## src/rtl/alu_issue.sv

```systemverilog
// alu_issue: single-issue front end that reads a 16x32 register file, drives an external ALU for one cycle,
// and then holds the result until a consumer commits it back to the register file and the flags.
module alu_issue #(
  parameter logic [31:0] RF_RESET_VAL = 32'h0000_0000
) (
  input  logic        clk,
  input  logic        rst_n,
  input  logic        instr_valid,
  input  logic [31:0] instr,
  output logic        instr_ready,
  output logic [31:0] alu_a,
  output logic [31:0] alu_b,
  output logic [3:0]  alu_opcode,
  input  logic [31:0] alu_out,
  output logic        result_valid,
  input  logic        result_ready,
  output logic [3:0]  result_rd,
  output logic [31:0] result_data,
  output logic        result_err,
  output logic        z_flag,
  output logic        n_flag,
  input  logic [3:0]  dbg_addr,
  output logic [31:0] dbg_data
);
  typedef enum logic [1:0] {IDLE, EXEC, WB} state_t;
  state_t state, state_nx;
  logic [31:0] rf [16];
  logic [3:0] opcode, rd, rn, rm;
  logic imm_sel, legal, accept, commit;
  assign opcode  = instr[31:28];
  assign rd      = instr[27:24];
  assign rn      = instr[23:20];
  assign rm      = instr[19:16];
  assign imm_sel = instr[15];
  assign legal   = !(opcode == 4'b0101 || opcode >= 4'b1100);
  assign accept  = instr_valid & instr_ready;
  assign commit  = result_valid & result_ready;
  assign dbg_data = rf[dbg_addr];
  always_ff @(posedge clk or negedge rst_n)
    if (!rst_n) state <= IDLE;
    else state <= state_nx;
  always_comb begin
    instr_ready  = state == IDLE;
    result_valid = state == WB;
    state_nx     = (state == IDLE && accept) ? (legal ? EXEC : WB) :
                   (state == EXEC) ? WB :
                   (state == WB && result_ready) ? IDLE : state;
  end
  // ALU operands default to zero every cycle so they are non-zero only during EXEC.
  always_ff @(posedge clk or negedge rst_n)
    if (!rst_n) begin
      alu_a       <= '0;
      alu_b       <= '0;
      alu_opcode  <= '0;
      result_rd   <= '0;
      result_data <= '0;
      result_err  <= 1'b0;
      z_flag      <= 1'b0;
      n_flag      <= 1'b0;
      for (int i = 0; i < 16; i++) rf[i] <= RF_RESET_VAL;
    end else begin
      alu_a      <= '0;
      alu_b      <= '0;
      alu_opcode <= '0;
      if (accept) begin
        result_rd <= rd;
        if (legal) begin
          alu_a      <= rf[rn];
          alu_b      <= imm_sel ? {20'b0, instr[11:0]} : rf[rm];
          alu_opcode <= opcode;
          result_err <= 1'b0;
        end else begin
          result_err  <= 1'b1;
          result_data <= '0;
        end
      end
      if (state == EXEC) result_data <= alu_out;
      if (commit) begin
        result_err <= 1'b0;
        if (!result_err) begin
          rf[result_rd] <= result_data;
          z_flag        <= result_data == '0;
          n_flag        <= result_data[31];
        end
      end
    end
endmodule
```

## config.mk

```make
export PLATFORM = sky130hd
export DESIGN_NAME = alu_issue
export DESIGN_NICKNAME = d
export VERILOG_FILES = /design/src/rtl/alu_issue.sv
export SDC_FILE = /design/constraint.sdc
export NUM_CORES = 1
export LEC_CHECK = 0
export CAP_MARGIN = 20
export CORE_MARGIN = 2
export CORE_UTILIZATION = 45
export CTS_CLUSTER_SIZE = 20
export DETAILED_ROUTE_END_ITERATION = 8
export SYNTH_ARGS = -nofsm -noshare
export SYNTH_HDL_FRONTEND = slang
export SYNTH_SLANG_ARGS = --single-unit
```

## constraint.sdc

```tcl
create_clock -name clk -period 3.6 [get_ports clk]
set_input_delay 0.9 -clock clk [delete_from_list [all_inputs] [get_ports clk]]
set_output_delay 0.9 -clock clk [all_outputs]
set_load 0.005 [all_outputs]
```

==> results of run 1 <==
[metal layers]
| layer | routed length, um | up-vias |
|---|---|---|
| li1 | - | 8966 |
| met1 | 44300 | 12100 |
| met2 | 51100 | 1009 |
| met3 | 7830 | 192 |
| met4 | 3050 | 4 |
| met5 | 24 | - |
[cells by family (layout without fill, tap and decap cells)]
family	after synthesis	in the layout	share of synthesized area
compound gates	152	152	0.0333
buf+inv	225	492	0.0330
flops	621	621	0.452
mux	988	988	0.458
simple gates	140	140	0.0243
[worst max-delay path by stage]
stage / start / end / slack (ps) / cells past startpoint
floorplan: dbg_addr[0] / dbg_data[0] / 270 / 4
global placement: dbg_addr[0] / dbg_data[28] / -310 / 5
detailed placement: dbg_addr[0] / dbg_data[28] / -320 / 5
CTS: dbg_addr[0] / dbg_data[4] / -70 / 5
global route: dbg_addr[0] / dbg_data[30] / 9 / 5
finish: dbg_addr[0] / dbg_data[23] / 20 / 5
[worst max-delay path: cells and delay by family]
family,cells,cell delay [ps]
mux,2,1020
buf+inv,3,750
[sequential cells by signal (all words and copies together), names as in the netlist]
register	flops
rf	512
alu_a	32
alu_b	32
result_data	32
alu_opcode	4
result_rd	4
state	2
n_flag	1
result_err	1
z_flag	1
[metrics by stage]
stage,cells,worst slack (ps)
2_1_floorplan,2126,274
6_report,3371,18.9
3_5_place_dp,3225,-318
5_1_grt,3371,9.32
3_3_place_gp,3225,-310
4_1_cts,3359,-66.5
[area by class of cell]
class	instances	area share
Clock buffer	99	0.0523
Clock inverter	27	0.00822
Inverter	1	0.0000913
Multi-Input combinational cell	1280	0.433
Sequential cell	621	0.378
Tap cell	978	0.0298
Timing Repair Buffer	365	0.0987
[repair_timing]
item                                    4_1_cts  5_1_grt
pin swaps                                     0        0
cloned                                        4        0
buffers inserted                              5       13
endpoints found under the setup margin       32        8
gates resized for setup                      39        8
[power by group through the flow]
stage / sequential [W] / combinational, W / clock, W
global placement: 0.0121 / 0.00932 / 0
global route: 0.0126 / 0.0101 / 0.00811
finish: 0.0122 / 0.00946 / 0.00768
floorplan: 0.0112 / 0.00673 / 0
detailed placement: 0.0122 / 0.00955 / 0
CTS: 0.0121 / 0.00953 / 0.00781
[placed cells by master, fill, tap and decap left out, types with 3 or more instances in the layout]
master           netlist  routed
dfrtp_1              621     621
mux2_2               502     502
mux4_2               416     416
clkdlybuf4s50_1        0     164
buf_4                 31      97
clkbuf_16              0      79
a211oi_1              64      64
mux2i_1               56      56
buf_12                 0      51
nor2b_1               55      49
a22o_1                44      44
o22ai_1               40      40
nor3_1                32      32
dlygate4sd2_1          0      25
clkbuf_8               0      18
mux2_1                14      14
clkinv_2               0      13
nand2_1               21      11
nand2_2                0      10
nor4_1                 8       8
clkbuf_1             113       7
bufinv_16              0       7
nor2b_4                0       6
clkinvlp_4             0       5
buf_16                 0       5
nor2_1                 4       4
and3_1                 4       4
buf_6                 12       4
buf_2                 64       4
dlymetal6s2s_1         0       4
nand2b_1               3       3
clkdlybuf4s15_1        0       3
==> impl_metrics.toml, run 1 <==
[drt]
drt_iter0_drc = 1820
vias = 22300
detail-route-antenna-nets = 0
drtPass1Iterations = 5
avgViaCountPerCell = 6.61
drt-total-wl_um = 106000
drc = 0
wl_per_cell_um = 31.5

[synth]
yosysMostFrequentCell = "dfrtp_1"
yosysTopAreaCell = "dfrtp_1"
syn_avg_cell_area_um2 = 16.2
ys_types = 37
syn_inst = 2126
ys_ff_latch = 621
synth_top_area_frac = 0.452
synth_fp_nets = 2198
synthArstFlopShare = 1.00
synth_edf_count = 0
synthFlopType = "dfrtp_1"
ys_seq_area_frac = 0.452
yosys-top-cells-area = "dfrtp_1 45%, mux4_2 27%, mux2_2 16%, mux2i_1 1.6%, a211oi_1 1.4%"
ys_top_cells_by_count = "621 x dfrtp_1, 502 x mux2_2, 416 x mux4_2"
yosysWarnings = 0
syn_area_um2 = 34400

[final_layout]
seq_area_um2 = 15500
multi_input_area_um2 = 17800
fillCellCount = 6095
drive_gt1_frac = 0.514
syn_to_final_growth_pct = 19.5
diodes = 0
fin_util = 0.542
nets = 2412
finalInstanceArea_um2 = 41100

[grt]
grt.met3_usage = 0.0532
grt_max_degree = 113
grt.overflow.total = 0
grt_pass1_wl_um = 159000
antenna_found_initial = 6
grt_usage = 0.276
grt_pass1_vias = 23600
grt_busiest_layer = "met2"
grt_use_met2 = 0.441
grt_use_met1 = 0.382

[sta]
hold_violations = 0
period_minus_slack_ps = 3580
tightestPinTransition_ps = 969
rsz0062_at_grt = "false"
finalSetupViolCount = 0
drv_slew = 0
fin_skew_ps = 17.7
tns_ps = 0
slew_headroom = 0.353
fin_crit_sh = 0.995
fmaxAchievable_mhz = 279
whs_ps = 253

[pwr]
vdd_drop_max_uv = 484
p_leak_nw = 18.0
p_seq_frac = 0.417
power.density_nw_per_um2 = 715
clkPwrFrac = 0.261
p_int_w = 0.0201
power_switching_w = 0.00924
p_total_w = 0.0294
swShare = 0.315
combPwrFrac = 0.322

[die]
io-pin-count = 213
initial_core_util = 0.454
rows = 101
die_x_um = 280
die_h_um = 280
die_area_um2 = 78700
core_um2 = 75800

[critical_path]
timing.rr.end = "alu_a[14]"
cp_cell_sequence = "clkbuf_16, bufbuf_16, mux4_2, mux4_2, dlygate4sd2_1"
crit_path_start_kind = "input port"
arrival_ps = 2680
crit_fanout = 6
r2r_cells = 4
critPathCaptureType = "output port"
timing.critical_path.mode_cell = "mux4_2"
critPathKind = "input port to output port"
slowest_stage = "mux4_2"
r2r_start = "state[1]"
r2r_slack_ps = 1180
cp.required_ps = 2700
cp_slowest_stage_delay_ps = 520

[placed_design]
dp_hpwl_um = 64100
place.gp.congestion = 0.858
io_buffers = 209
dpl-instance-area_um2 = 38300

[clock_network]
clkTransAtPathRegs_ps = 50
clockRootBuffer = "clkbuf_16"
clockBufferDepth = 3
cts_tree = "built"
cts_htree_levels = 3
cts_sinks = 621
clk_latency_ps = 610
cts_hold_buf = 0
numCtsBuffers = 71

[hold_path]
min_path_type = "input port to async pin"

[run_status]
status = "finished, final reports clean"

[run]
drv_cap = 0
Note: power is estimated with default switching activity, not from simulation.
==> inputs of run 2 (changes only) <==
Settings changed: HOLD_SLACK_MARGIN from default to 0.08.
==> results of run 2 <==
No change in the layout: final DEF, timing and power equal those of run 1.
